$ cat src/rtl/boot_sequencer.sv
// Boot/run controller for the rv32c core: packs loader halfwords into memory words,
// holds the CPU in reset, then supervises the run. Optional watchdog: BOOT_WATCHDOG_EN.
module boot_sequencer #(
  parameter int HALF_WIDTH  = 16,
  parameter int WORD_WIDTH  = 32,
  parameter int MEM_DEPTH   = 512,
  parameter int ADDR_WIDTH  = 9,
  parameter int HOLD_CYCLES = 1,
  parameter int RUN_CYCLES  = 40
) (
  input  logic                  clock,
  input  logic                  reset,
  input  logic                  start,
  input  logic                  in_valid,
  output logic                  in_ready,
  input  logic [HALF_WIDTH-1:0] in_data,
  input  logic                  in_last,
  input  logic                  cpu_halt,
  output logic                  mem_we,
  output logic [ADDR_WIDTH-1:0] mem_addr,
  output logic [WORD_WIDTH-1:0] mem_wdata,
  output logic                  cpu_reset,
  output logic [ADDR_WIDTH:0]   loaded_words,
  output logic                  overflow,
  output logic                  done,
  output logic                  timeout
);

  localparam int R   = WORD_WIDTH / HALF_WIDTH;
  localparam int KW  = (R > 1) ? $clog2(R) : 1;
  localparam int HCW = (HOLD_CYCLES > 1) ? $clog2(HOLD_CYCLES) : 1;

  localparam logic [2:0] S_IDLE = 3'd0;
  localparam logic [2:0] S_LOAD = 3'd1;
  localparam logic [2:0] S_HOLD = 3'd2;
  localparam logic [2:0] S_RUN  = 3'd3;
  localparam logic [2:0] S_STOP = 3'd4;

  logic [2:0]            state_reg;
  logic                  in_ready_reg;
  logic                  mem_we_reg;
  logic                  overflow_reg;
  logic                  done_reg;
  logic                  final_pending_reg;
  logic [ADDR_WIDTH-1:0] mem_addr_reg;
  logic [ADDR_WIDTH-1:0] waddr_reg;
  logic [WORD_WIDTH-1:0] mem_wdata_reg;
  logic [WORD_WIDTH-1:0] pack_reg;
  logic [WORD_WIDTH-1:0] pack_next;
  logic [KW-1:0]         k_reg;
  logic [HCW-1:0]        hold_cnt_reg;
  logic [ADDR_WIDTH:0]   loaded_words_reg;

  logic start_ok;
  logic accept;
  logic word_full;
  logic final_accept;
  logic wd_expire;

  assign start_ok     = start && (state_reg == S_IDLE || state_reg == S_STOP);
  assign accept       = in_valid && in_ready_reg;
  assign word_full    = accept && (in_last || k_reg == KW'(R - 1));
  // The word landing on the last address closes the image whether or not in_last came with it.
  assign final_accept = word_full && (in_last || waddr_reg == ADDR_WIDTH'(MEM_DEPTH - 1));

  // Slots above k are still zero from the last flush, so a short word is zero-padded.
  generate
    for (genvar gi = 0; gi < R; gi++) begin : g_slot
      assign pack_next[gi*HALF_WIDTH +: HALF_WIDTH] =
        (k_reg == KW'(gi)) ? in_data : pack_reg[gi*HALF_WIDTH +: HALF_WIDTH];
    end
  endgenerate

  always_ff @(posedge clock or negedge reset) begin
    if (!reset) begin
      state_reg         <= S_IDLE;
      in_ready_reg      <= 1'b0;
      mem_we_reg        <= 1'b0;
      mem_addr_reg      <= '0;
      mem_wdata_reg     <= '0;
      waddr_reg         <= '0;
      pack_reg          <= '0;
      k_reg             <= '0;
      hold_cnt_reg      <= '0;
      loaded_words_reg  <= '0;
      overflow_reg      <= 1'b0;
      done_reg          <= 1'b0;
      final_pending_reg <= 1'b0;
    end else begin
      mem_we_reg <= 1'b0;
      if (mem_we_reg && loaded_words_reg != (ADDR_WIDTH+1)'(MEM_DEPTH))
        loaded_words_reg <= loaded_words_reg + (ADDR_WIDTH+1)'(1);

      case (state_reg)
        S_IDLE, S_STOP: begin
          if (start) begin
            state_reg         <= S_LOAD;
            in_ready_reg      <= 1'b1;
            loaded_words_reg  <= '0;
            overflow_reg      <= 1'b0;
            done_reg          <= 1'b0;
            waddr_reg         <= '0;
            pack_reg          <= '0;
            k_reg             <= '0;
            final_pending_reg <= 1'b0;
          end
        end
        S_LOAD: begin
          if (accept) begin
            if (word_full) begin
              mem_we_reg    <= 1'b1;
              mem_addr_reg  <= waddr_reg;
              mem_wdata_reg <= pack_next;
              waddr_reg     <= waddr_reg + ADDR_WIDTH'(1);
              pack_reg      <= '0;
              k_reg         <= '0;
              if (final_accept) begin
                in_ready_reg      <= 1'b0;
                final_pending_reg <= 1'b1;
                overflow_reg      <= ~in_last;
              end
            end else begin
              pack_reg <= pack_next;
              k_reg    <= k_reg + KW'(1);
            end
          end
          // Leave once the final write's strobe cycle has elapsed.
          if (final_pending_reg) begin
            state_reg         <= S_HOLD;
            final_pending_reg <= 1'b0;
            hold_cnt_reg      <= '0;
          end
        end
        S_HOLD: begin
          if (hold_cnt_reg == HCW'(HOLD_CYCLES - 1))
            state_reg <= S_RUN;
          else
            hold_cnt_reg <= hold_cnt_reg + HCW'(1);
        end
        S_RUN: begin
          if (cpu_halt || wd_expire) begin
            state_reg <= S_STOP;
            done_reg  <= 1'b1;
          end
        end
        default: state_reg <= S_IDLE;
      endcase
    end
  end

`ifdef BOOT_WATCHDOG_EN
  localparam int RCW = $clog2(RUN_CYCLES + 1);

  logic [RCW-1:0] run_cnt_reg;
  logic           timeout_reg;

  assign wd_expire = (state_reg == S_RUN) && (run_cnt_reg == RCW'(RUN_CYCLES - 1));

  always_ff @(posedge clock or negedge reset) begin
    if (!reset) begin
      run_cnt_reg <= '0;
      timeout_reg <= 1'b0;
    end else begin
      run_cnt_reg <= (state_reg == S_RUN) ? run_cnt_reg + RCW'(1) : '0;
      // A halt in the expiry cycle counts as a normal finish.
      if (start_ok)
        timeout_reg <= 1'b0;
      else if (wd_expire && !cpu_halt)
        timeout_reg <= 1'b1;
    end
  end

  assign timeout = timeout_reg;
`else
  logic unused_run_cycles;
  logic unused_start_ok;
  assign unused_run_cycles = (RUN_CYCLES > 0);
  assign unused_start_ok   = start_ok;
  assign wd_expire         = 1'b0;
  assign timeout           = 1'b0;
`endif

  assign in_ready     = in_ready_reg;
  assign mem_we       = mem_we_reg;
  assign mem_addr     = mem_addr_reg;
  assign mem_wdata    = mem_wdata_reg;
  assign cpu_reset    = (state_reg != S_RUN);
  assign loaded_words = loaded_words_reg;
  assign overflow     = overflow_reg;
  assign done         = done_reg;

endmodule

$ cat config.mk
export PLATFORM = sky130hd
export DESIGN_NAME = boot_sequencer
export DESIGN_NICKNAME = d
export VERILOG_FILES = /design/src/rtl/boot_sequencer.sv
export SDC_FILE = /design/constraint.sdc
export NUM_CORES = 1
export LEC_CHECK = 0
export ABC_AREA = 1
export ABC_CLOCK_PERIOD_IN_PS = 2100
export CAP_MARGIN = 20
export CELL_PAD_IN_SITES_DETAIL_PLACEMENT = 0
export CELL_PAD_IN_SITES_GLOBAL_PLACEMENT = 2
export CORE_MARGIN = 4
export CORE_UTILIZATION = 37
export CTS_BUF_LIST = sky130_fd_sc_hd__clkbuf_16
export DETAILED_ROUTE_END_ITERATION = 16
export DONT_BUFFER_PORTS = 1
export GPL_TIMING_DRIVEN = 0
export PLACE_DENSITY_LB_ADDON = 0.3
export SLEW_MARGIN = 10
export SYNTH_ARGS = -nofsm -noshare
export SYNTH_HDL_FRONTEND = slang
export SYNTH_SLANG_ARGS = --single-unit
$ cat constraint.sdc
create_clock -name clock -period 2.1 [get_ports clock]
set_input_delay 0.21 -clock clock [delete_from_list [all_inputs] [get_ports clock]]
set_output_delay 0.21 -clock clock [all_outputs]
set_load 0.05 [all_outputs]
==> run_results.csv, run 1 <==
group,metric,value,unit
run_status,status,"complete, but fails checks",
run_status,violations,"negative hold slack",
route,drcViolationCount,0,
die,dieWidth,120,um
power_and_ir_drop,peakVddDrop,0.961,mV
setup_path,cp-start-kind,"flip-flop",
synth,ys_seq_area_frac,0.547,
synth,synth-seq-cells,101,
die,num_rows,40,
clock_tree,cts_made_buffers,9,
finish,area_delta_synth_final,11.7,%
finish,finish.net_count,611,
setup_path,reg2reg_to,"pack_reg[25]$_DFFE_PN0P_",
timing,maxSlewViolCount,0,
synth,synthXorXnorAreaFrac,0.00189,
setup_path,reg2reg_from,"in_ready$_DFFE_PN0P_",
setup_path,cp_max_fo,10,
run,maxCapViolCount,0,
clock_tree,hold_buffers,1,
timing,skew,5.51,ps
timing,slew_headroom,0.572,
clock_tree,cts_tree,"built",
synth,synth-simple-area-share,0.213,
setup_path,r2r_slack,160,ps
power_and_ir_drop,leakagePower,2.54,nW
route,vias,3642,
clock_tree,clk_pin_slew,70,ps
route,wl_per_cell,15.5,um
setup_path,cp_slowest_cell,"dfrtp_2",
synth,synth_common_cells,"nand2_1, dfrtp_1, inv_1",
global_route,grt_pass1_vias,3650,
synth,yosys.area_share.adder,0.0108,
setup_path,path_cells,"nand2_1, nor2_1, nor2_2, nand3_1, buf_1, o22ai_1",
synth,synth_top_family_by_area,"simple AND/OR/NAND/NOR gates",
global_route,grt_usage,0.172,
route,postRouteWirelength,11800,um
die,initial_core_util,0.382,
synth,ys_warn_count,0,
synth,synth_area_per_cell,8.07,um2
synth,syn_nets,599,
timing,hold_violations,101,
die,coreArea,12100,um2
route,ant_nets,0,
setup_path,arrival,2160,ps
clock_tree,clockBufferDepth,2,
clock_tree,cts_setup_buffers,0,
global_route,antenna_found_initial,0,
synth,synth_ff_type,"dfrtp_1",
synth,synth_compound_area_frac,0.131,
die,die-area,14400,um2
finish,n_antenna_cell,0,
finish,drive_gt1_frac,0.0593,
setup_path,r2r_cells,6,
setup_path,slowest_delay,560,ps
timing,fin_crit,1940,ps
clock_tree,clk_latency,350,ps
setup_path,worstSetupPathType,"reg2reg",
synth,synth_area,4620,um2
synth,yosys-mux-area-fraction,0,
setup_path,cp-end-kind,"flip-flop",
timing,setup_violations,0,
timing,grt_setup_unrepaired,"no",
worst_hold_path,hold_path_class,"in2async",
timing,period_share,0.925,
global_route,grt_pass1_wl,19300,um
clock_tree,cts_max_level,3,
die,die_height,120,um
timing,max_freq,515,MHz
synth,synth_most_common_cell,"nand2_1",
synth,ys_types,28,
setup_path,cp.required,2310,ps
placed_design,place_congestion,0.792,
route,vias_per_cell,4.80,
synth,async_flop_share,1.00,
route,first_iter_violations,187,
synth,synth_area_leaders,"dfrtp_1, nand2_1, o21ai_0, inv_1, o22ai_1",
route,drt_first_pass_iters,4,
clock_tree,cts_root_buffer,"clkbuf_16",
synth,synth_top_cell_area_share,0.547,
synth,synth_edf_count,0,
global_route,grt_max_degree,102,
die,ios,79,
timing,setup_slack,156,ps
timing,worstMarginPinSlew,643,ps
synth,netlist_instances,573,
timing,hold-worst-slack,-445,ps
power_and_ir_drop,powerDensity,1680,nW/um2
global_route,grt-ovfl-total,0,
synth,yosys.area.top_type,"dfrtp_1",
placed_design,dpl_worst_slack,-230,ps
placed_design,hpwl,8350,um
clock_tree,clkSinkCount,101,
placed_design,numPortBuffers,0,
-- cell type report --
class | count | area [um2]
inverter | 87 | 327
multi-input combinational | 362 | 1660
clock buffer | 9 | 225
clock inverter | 7 | 88.8
fill | 1250 | 6950
tap | 168 | 210
sequential | 101 | 2530
buffer | 23 | 115
timing repair buffer | 1 | 10.0
-- layout by cell type, fill, tap and decap left out, types with 2 or more instances in the layout --
cell,instances
nand2_1,181
dfrtp_1,98
inv_1,83
o21ai_0,79
nor2_1,20
nand3_1,15
o22ai_1,15
clkbuf_1,13
o21ai_1,12
nand4_1,11
a21oi_1,10
clkbuf_16,9
nor3_1,5
clkinv_1,4
buf_2,4
ha_1,4
dfrtp_2,3
inv_2,2
nand2_2,2
buf_6,2
buf_4,2
bufinv_16,2
-- metrics by stage --
| stage | instances | power (mW) | setup TNS (ps) | utilization | area (um2) |
|---|---|---|---|---|---|
| floorplan | 573 | 6.23 | 0 | - | 4620 |
| global route | 758 | 9.32 | 0 | 0.426 | 5160 |
| detailed placement | 741 | 6.99 | -735 | 0.399 | 4830 |
| global placement | 741 | 6.94 | -642 | 0.399 | 4830 |
| CTS | 758 | 8.81 | 0 | 0.426 | 5160 |
| finish | 758 | 8.69 | 0 | 0.426 | 5160 |
-- kinds of logic (layout without fill, tap and decap cells) --
logic type / after synthesis / count (layout)
adders and majority gates: 4 / 4
buffers and inverters: 110 / 127
DFF: 101 / 101
other: 1 / 1
AOI/OAI and AO/OA: 117 / 117
xor gates and xnor gates: 1 / 1
and+or+nand+nor: 239 / 239
-- repair_timing --
item,4_1_cts,5_1_grt
resized for setup,2,4
setup endpoints to repair,5,57
hold endpoints to repair,102,101
-- critical path: cells and delay by family, from the launching register on --
| family | cells | cell delay [ps] |
|---|---|---|
| AND/OR/NAND/NOR | 4 | 640 |
| flip-flops | 1 | 560 |
| buffers and inverters | 1 | 450 |
| AO/OA/AOI/OAI | 1 | 140 |
-- layer usage --
metal	GRT usage	routed length [um]	part of all wire
met2	0.264	5420	0.46
met5	0	0	0
met4	0.0451	97	0.0082
met3	0.0806	1060	0.090
met1	0.219	5180	0.44
-- where the power goes --
part	internal [mW]	switching (mW)	leakage, nW
Combinational	0.761	1.65	1.04
Clock	1.04	0.731	0.151
Sequential	2.65	1.86	1.35
Total	4.44	4.25	2.54
-- worst max-delay path by stage --
stage	slack, ps	cells after the start	from	end
floorplan	250	8	loaded_words[0]$_DFF_PN0_	loaded_words[7]$_DFF_PN0_
global placement	-230	9	loaded_words[0]$_DFF_PN0_	loaded_words[8]$_DFF_PN0_
detailed placement	-230	9	loaded_words[0]$_DFF_PN0_	loaded_words[8]$_DFF_PN0_
CTS	0.6	6	in_ready$_DFFE_PN0P_	pack_reg[14]$_DFFE_PN0P_
global route	30	6	in_ready$_DFFE_PN0P_	pack_reg[14]$_DFFE_PN0P_
finish	160	6	in_ready$_DFFE_PN0P_	pack_reg[25]$_DFFE_PN0P_
Note: power is estimated with default switching activity, not from simulation.
==> run 2: changes to the inputs <==
ABC_AREA = 0   (was 1)
CORE_UTILIZATION = 40   (was 37)
HOLD_SLACK_MARGIN = 0.06   (was default)
==> run_results.csv, run 2 <==
group,metric,value,unit
power_and_ir_drop,peakVddDrop,0.640,mV
clock_tree,cts_root_buffer,"clkbuf_16",
power_and_ir_drop,pwr-share-comb,0.236,
clock_tree,cts_made_buffers,9,
synth,synth_most_common_cell,"dfrtp_1",
finish,layout_common_cells,"dfrtp_1, nand2_1, o21ai_0, mux2i_1, dlygate4sd3_1",
synth,syn_nets,413,
global_route,grt_max_degree,102,
synth,netlist_instances,387,
die,dieWidth,111,um
timing,period_share,0.952,
die,initial_core_util,0.412,
timing,skew,6.41,ps
setup_path,cp-endpoint,"waddr_reg[7]$_DFFE_PN0P_",
route,drt_first_pass_iters,4,
run_status,violations,"negative hold slack",
global_route,grt_usage,0.173,
synth,synth_area,4270,um2
setup_path,arrival,2260,ps
setup_path,cp-start-kind,"flip-flop",
synth,synth_common_cells,"dfrtp_1, nand2_1, o21ai_0",
synth,synth_edf_count,0,
synth,synth_top_cell_area_share,0.592,
route,postRouteWirelength,10100,um
finish,drive_gt1_frac,0.0804,
synth,synth-simple-area-share,0.151,
setup_path,reg2reg_from,"in_ready$_DFFE_PN0P_",
route,vias,2951,
route,ant_nets,0,
setup_path,slowest_delay,570,ps
synth,synthXorXnorAreaFrac,0.0144,
clock_tree,cts_max_level,3,
timing,grt_setup_unrepaired,"no",
worst_hold_path,hold_path_class,"in2async",
timing,slew_headroom,0.451,
finish,fin_util,0.478,
clock_tree,clk_latency,340,ps
power_and_ir_drop,internal-power,3.89,mW
power_and_ir_drop,seq_power_share,0.544,
route,wl_met2,4590,um
synth,yosys.area_share.adder,0.0117,
clock_tree,clockBufferDepth,2,
synth,synth_compound_area_frac,0.120,
global_route,grt_pass1_vias,3147,
finish,stdcell_count,559,
synth,async_flop_share,1.00,
finish,area_delta_synth_final,16.0,%
power_and_ir_drop,sw_frac_of_total,0.451,
synth,synth_top_family_by_area,"simple AND/OR/NAND/NOR gates",
setup_path,cp-end-kind,"flip-flop",
die,num_rows,37,
synth,ys_seq_area_frac,0.592,
route,drcViolationCount,0,
setup_path,r2r_slack,100,ps
global_route,antenna_found_initial,0,
synth,synth_area_per_cell,11.0,um2
finish,final_common_cell,"dfrtp_1",
timing,fin_crit,2000,ps
route,met1_length,4720,um
setup_path,cp_max_fo,10,
power_and_ir_drop,p_sw,3.20,mW
timing,maxSlewViolCount,0,
placed_design,dp.cells,523,
placed_design,numPortBuffers,0,
synth,yosys.area.top_type,"dfrtp_1",
run,maxCapViolCount,0,
synth,ys_warn_count,0,
clock_tree,cts_tree,"built",
die,ios,79,
timing,worstMarginPinSlew,824,ps
clock_tree,clkSinkCount,101,
run_status,status,"complete, but fails checks",
setup_path,cp_slowest_cell,"dfrtp_2",
finish,finish.net_count,444,
synth,ys_types,44,
placed_design,place_congestion,0.737,
die,coreArea,10400,um2
die,die-area,12400,um2
route,first_iter_violations,179,
setup_path,path_cells,"nand4b_4, or3_4, buf_6, or4_1, a21oi_1",
route,wl_per_cell,18.1,um
die,die_height,111,um
setup_path,reg2reg_to,"waddr_reg[7]$_DFFE_PN0P_",
synth,yosys-mux-area-fraction,0.0797,
route,wl_met3,674,um
setup_path,worstSetupPathType,"reg2reg",
timing,hold_violations,101,
power_and_ir_drop,powerDensity,1430,nW/um2
power_and_ir_drop,clkPwrFrac,0.220,
setup_path,cp.required,2360,ps
finish,n_antenna_cell,0,
timing,setup_violations,0,
setup_path,startpoint,"in_ready$_DFFE_PN0P_",
clock_tree,hold_buffers,20,
power_and_ir_drop,leakagePower,2.26,nW
global_route,grt_pass1_wl,17100,um
clock_tree,clk_pin_slew,70,ps
route,vias_per_cell,5.28,
synth,synth_ff_type,"dfrtp_1",
placed_design,hpwl,6620,um
timing,max_freq,500,MHz
synth,synth-seq-cells,101,
route,highest_layer,"met4",
setup_path,r2r_cells,5,
timing,hold-worst-slack,-439,ps
clock_tree,cts_setup_buffers,0,
global_route,grt-ovfl-total,0,
synth,synth_area_leaders,"dfrtp_1, mux2i_1, nand2_1, o21ai_0, a22o_1",
[run 2: cell types whose count changed after synthesis, sizes merged, moves of 11 or more]
cell and delta:
and2 +16, inv -78, o22ai -15, nand3 -11
a22o +18, nor2 -11, o21ai -51, mux2i +34
nand2 -113
[run 2: per-layer routing]
| layer | track usage | up-vias |
|---|---|---|
| met1 | 0.239 | 1471 |
| met5 | 0 | - |
| li1 | - | 1405 |
| met3 | 0.0568 | 11 |
| met2 | 0.256 | 64 |
| met4 | 0.0608 | 0 |
[run 2: power by group through the flow]
stage          Combinational (mW)  Sequential (mW)  Clock [mW]
2_1_floorplan                1.24             3.78           0
3_3_place_gp                 1.58             3.89           0
3_5_place_dp                 1.61             3.91           0
4_1_cts                      1.68             3.87        1.61
5_1_grt                      1.91             3.93        1.69
6_report                     1.67             3.86        1.56
[run 2: repair_timing]
item | CTS | global route
gates resized for setup | 3 | 12
setup endpoints to repair | 39 | 24
hold endpoints to repair | 126 | 101
cloned | 0 | 0
[run 2: stage by stage]
| stage | power [mW] | cell area (um2) | setup WS (ps) | hold WS [ps] | setup TNS, ps |
|---|---|---|---|---|---|
| CTS | 7.16 | 4930 | 1.50 | -457 | 0 |
| global placement | 5.48 | 4440 | -216 | -80.1 | -2900 |
| finish | 7.09 | 4950 | 100 | -439 | 0 |
| global route | 7.53 | 4950 | 5.71 | -460 | 0 |
| floorplan | 5.02 | 4270 | 81.0 | -85.6 | 0 |
| detailed placement | 5.52 | 4440 | -269 | -80.1 | -3350 |
[run 2: final cells by class]
class                   count  area (um2)
clock inverters             7        51.3
flip-flops and latches    101        2530
plain buffers              21         106
clock buffers               9         225
well taps                 136         170
repair buffers             20         200
fillers                   983        5420
multi-input cells         257        1640
inverters                   8        30.0
[run 2: worst min-delay path by stage]
stage | start | endpoint | slack, ps | cells after the start
after CTS | reset | pack_reg[17]$_DFFE_PN0P_ | -460 | 0
after global placement | reset | mem_addr[3]$_DFFE_PN0P_ | -80 | 0
after floorplan | reset | done$_DFFE_PN0P_ | -90 | 0
after global routing | reset | pack_reg[17]$_DFFE_PN0P_ | -460 | 0
final | reset | mem_addr[4]$_DFFE_PN0P_ | -440 | 0
after detailed placement | reset | mem_addr[5]$_DFFE_PN0P_ | -80 | 0
[run 2: worst max-delay path: cells and delay by family, from the launching register on]
kind	cells	cell delay, ps
AO/OA/AOI/OAI	1	150
AND/OR/NAND/NOR	3	1050
flip-flops	1	570
buffers and inverters	1	150
[run 2: cells by family (layout without fill, tap and decap cells)]
group,count (synthesis),after routing
AND/OR/NAND/NOR,130,130
AO/OA/AOI/OAI,81,81
multiplexers,34,34
flip-flops,101,101
adder cells (fa/ha/maj),4,4
buffers and inverters,29,65
other,1,1
XOR/XNOR,7,7
==> run 3: changes to the inputs <==
ABC_CLOCK_PERIOD_IN_PS = 2350   (was 2100)
CORE_UTILIZATION = 43   (was 40)
clock period = 2.35 ns   (was 2.1 ns; I/O delays follow)
==> run_results.csv, run 3 (same netlist as run 2, synthesis figures left out) <==
group,metric,value,unit
run_status,status,"complete, but fails checks",
run_status,violations,"negative hold slack",
clock_tree,cts_max_level,3,
route,wl_per_cell,17.8,um
placed_design,place_congestion,0.755,
run,maxCapViolCount,0,
setup_path,cp-end-kind,"flip-flop",
clock_tree,cts_root_buffer,"clkbuf_16",
global_route,grt_max_degree,102,
route,drcViolationCount,0,
route,postRouteWirelength,9900,um
finish,n_antenna_cell,0,
setup_path,r2r_slack,120,ps
worst_hold_path,hold_path_class,"in2async",
global_route,grt_usage,0.180,
clock_tree,clockBufferDepth,2,
finish,fill_cells,939,
power_and_ir_drop,peakVddDrop,0.458,mV
setup_path,worstSetupPathType,"reg2reg",
timing,hold_violations,101,
placed_design,hpwl,6380,um
timing,fin_tns_setup,0,ps
timing,grt_setup_unrepaired,"yes",
setup_path,arrival,2420,ps
setup_path,reg2reg_from,"in_ready$_DFFE_PN0P_",
setup_path,reg2reg_to,"waddr_reg[5]$_DFFE_PN0P_",
die,coreArea,9730,um2
setup_path,slowest_delay,730,ps
route,vias_per_cell,5.27,
power_and_ir_drop,seq_power_share,0.538,
clock_tree,clk_pin_slew,70,ps
timing,max_freq,448,MHz
clock_tree,clk_latency,350,ps
die,ios,79,
die,num_rows,36,
timing,period_share,0.949,
placed_design,numPortBuffers,0,
power_and_ir_drop,sw_frac_of_total,0.453,
die,initial_core_util,0.439,
timing,setup_slack,120,ps
clock_tree,hold_buffers,20,
finish,finish.net_count,444,
global_route,antenna_found_initial,0,
power_and_ir_drop,powerDensity,1290,nW/um2
clock_tree,clkSinkCount,101,
placed_design,dpl_worst_slack,74.3,ps
die,die-area,11600,um2
timing,hold-worst-slack,-418,ps
power_and_ir_drop,leakagePower,2.27,nW
clock_tree,cts_tree,"built",
setup_path,cp_max_fo,10,
power_and_ir_drop,internal-power,3.50,mW
power_and_ir_drop,p_sw,2.90,mW
route,vias,2931,
timing,skew,12.6,ps
timing,fin_crit,2230,ps
setup_path,cp-start-kind,"flip-flop",
clock_tree,cts_setup_buffers,0,
route,first_iter_violations,136,
finish,layout_common_cells,"dfrtp_1, nand2_1, o21ai_0, mux2i_1, dlygate4sd3_1",
setup_path,cp.required,2540,ps
route,ant_nets,0,
global_route,grt-ovfl-total,0,
finish,area_delta_synth_final,15.8,%
setup_path,r2r_cells,6,
finish,final_common_cell,"dfrtp_1",
setup_path,critPathBufInv,2,
timing,worstMarginPinSlew,855,ps
setup_path,path_cells,"nand4b_4, or3_4, buf_6, clkbuf_1, o31ai_1, a21oi_1",
global_route,grt_pass1_wl,16100,um
power_and_ir_drop,clkPwrFrac,0.232,
global_route,grt_pass1_vias,2936,
power_and_ir_drop,pwr-share-comb,0.230,
die,dieWidth,108,um
clock_tree,cts_made_buffers,9,
finish,drive_gt1_frac,0.0709,
finish,seq_area,2530,um2
timing,setup_violations,0,
timing,slew_headroom,0.430,
setup_path,crit_family,"flip-flops",
finish,multiInputGateArea,1620,um2
timing,maxSlewViolCount,0,
route,drt_first_pass_iters,4,
die,die_height,108,um
setup_path,cp_slowest_cell,"dfrtp_1",
[run 3: repair_timing]
| action | in CTS | in global routing |
|---|---|---|
| endpoints found under the setup margin | 0 | 14 |
| resized for setup | 0 | 1 |
| endpoints found under the hold margin | 120 | 101 |
[run 3: worst max path at each step]
stage	from	endpoint	slack [ps]	cells after the start
4_1_cts	state_reg[1]$_DFFE_PN0P_	pack_reg[30]$_DFFE_PN0P_	60	5
2_1_floorplan	in_ready$_DFFE_PN0P_	waddr_reg[7]$_DFFE_PN0P_	330	5
3_5_place_dp	state_reg[1]$_DFFE_PN0P_	pack_reg[30]$_DFFE_PN0P_	70	5
3_3_place_gp	in_ready$_DFFE_PN0P_	waddr_reg[3]$_DFFE_PN0P_	120	6
6_report	in_ready$_DFFE_PN0P_	waddr_reg[5]$_DFFE_PN0P_	120	6
5_1_grt	in_ready$_DFFE_PN0P_	pack_reg[11]$_DFFE_PN0P_	-20	4
[run 3: final cells by class]
type / count / area share
tap: 133 / 0.0337
sequential: 101 / 0.511
clock buffer: 9 / 0.0455
timing repair buffer: 20 / 0.0405
inverter: 8 / 0.00607
multi-input combinational: 257 / 0.328
clock inverter: 7 / 0.0152
buffer: 21 / 0.0202
[run 3: metrics by stage]
step	instance area, um2	std cells	power (mW)	utilization
floorplan	4270	387	4.48	-
detailed placement	4440	520	4.92	0.456
global route	4940	556	6.75	0.508
CTS	4940	556	6.45	0.507
finish	4940	556	6.39	0.508
global placement	4440	520	4.88	0.456
[run 3: routing by layer]
layer | vias up | GRT usage | share of wire
met4 | 0 | 0.0658 | 0.014
li1 | 1408 | - | -
met5 | - | 0 | 0
met3 | 12 | 0.0492 | 0.056
met2 | 62 | 0.264 | 0.45
met1 | 1449 | 0.256 | 0.48
[run 3: power by group through the flow]
stage / clock network [mW] / registers, mW / logic, mW
2_1_floorplan: 0 / 3.37 / 1.11
3_3_place_gp: 0 / 3.48 / 1.41
3_5_place_dp: 0 / 3.49 / 1.43
4_1_cts: 1.52 / 3.45 / 1.48
5_1_grt: 1.59 / 3.50 / 1.66
6_report: 1.48 / 3.44 / 1.47
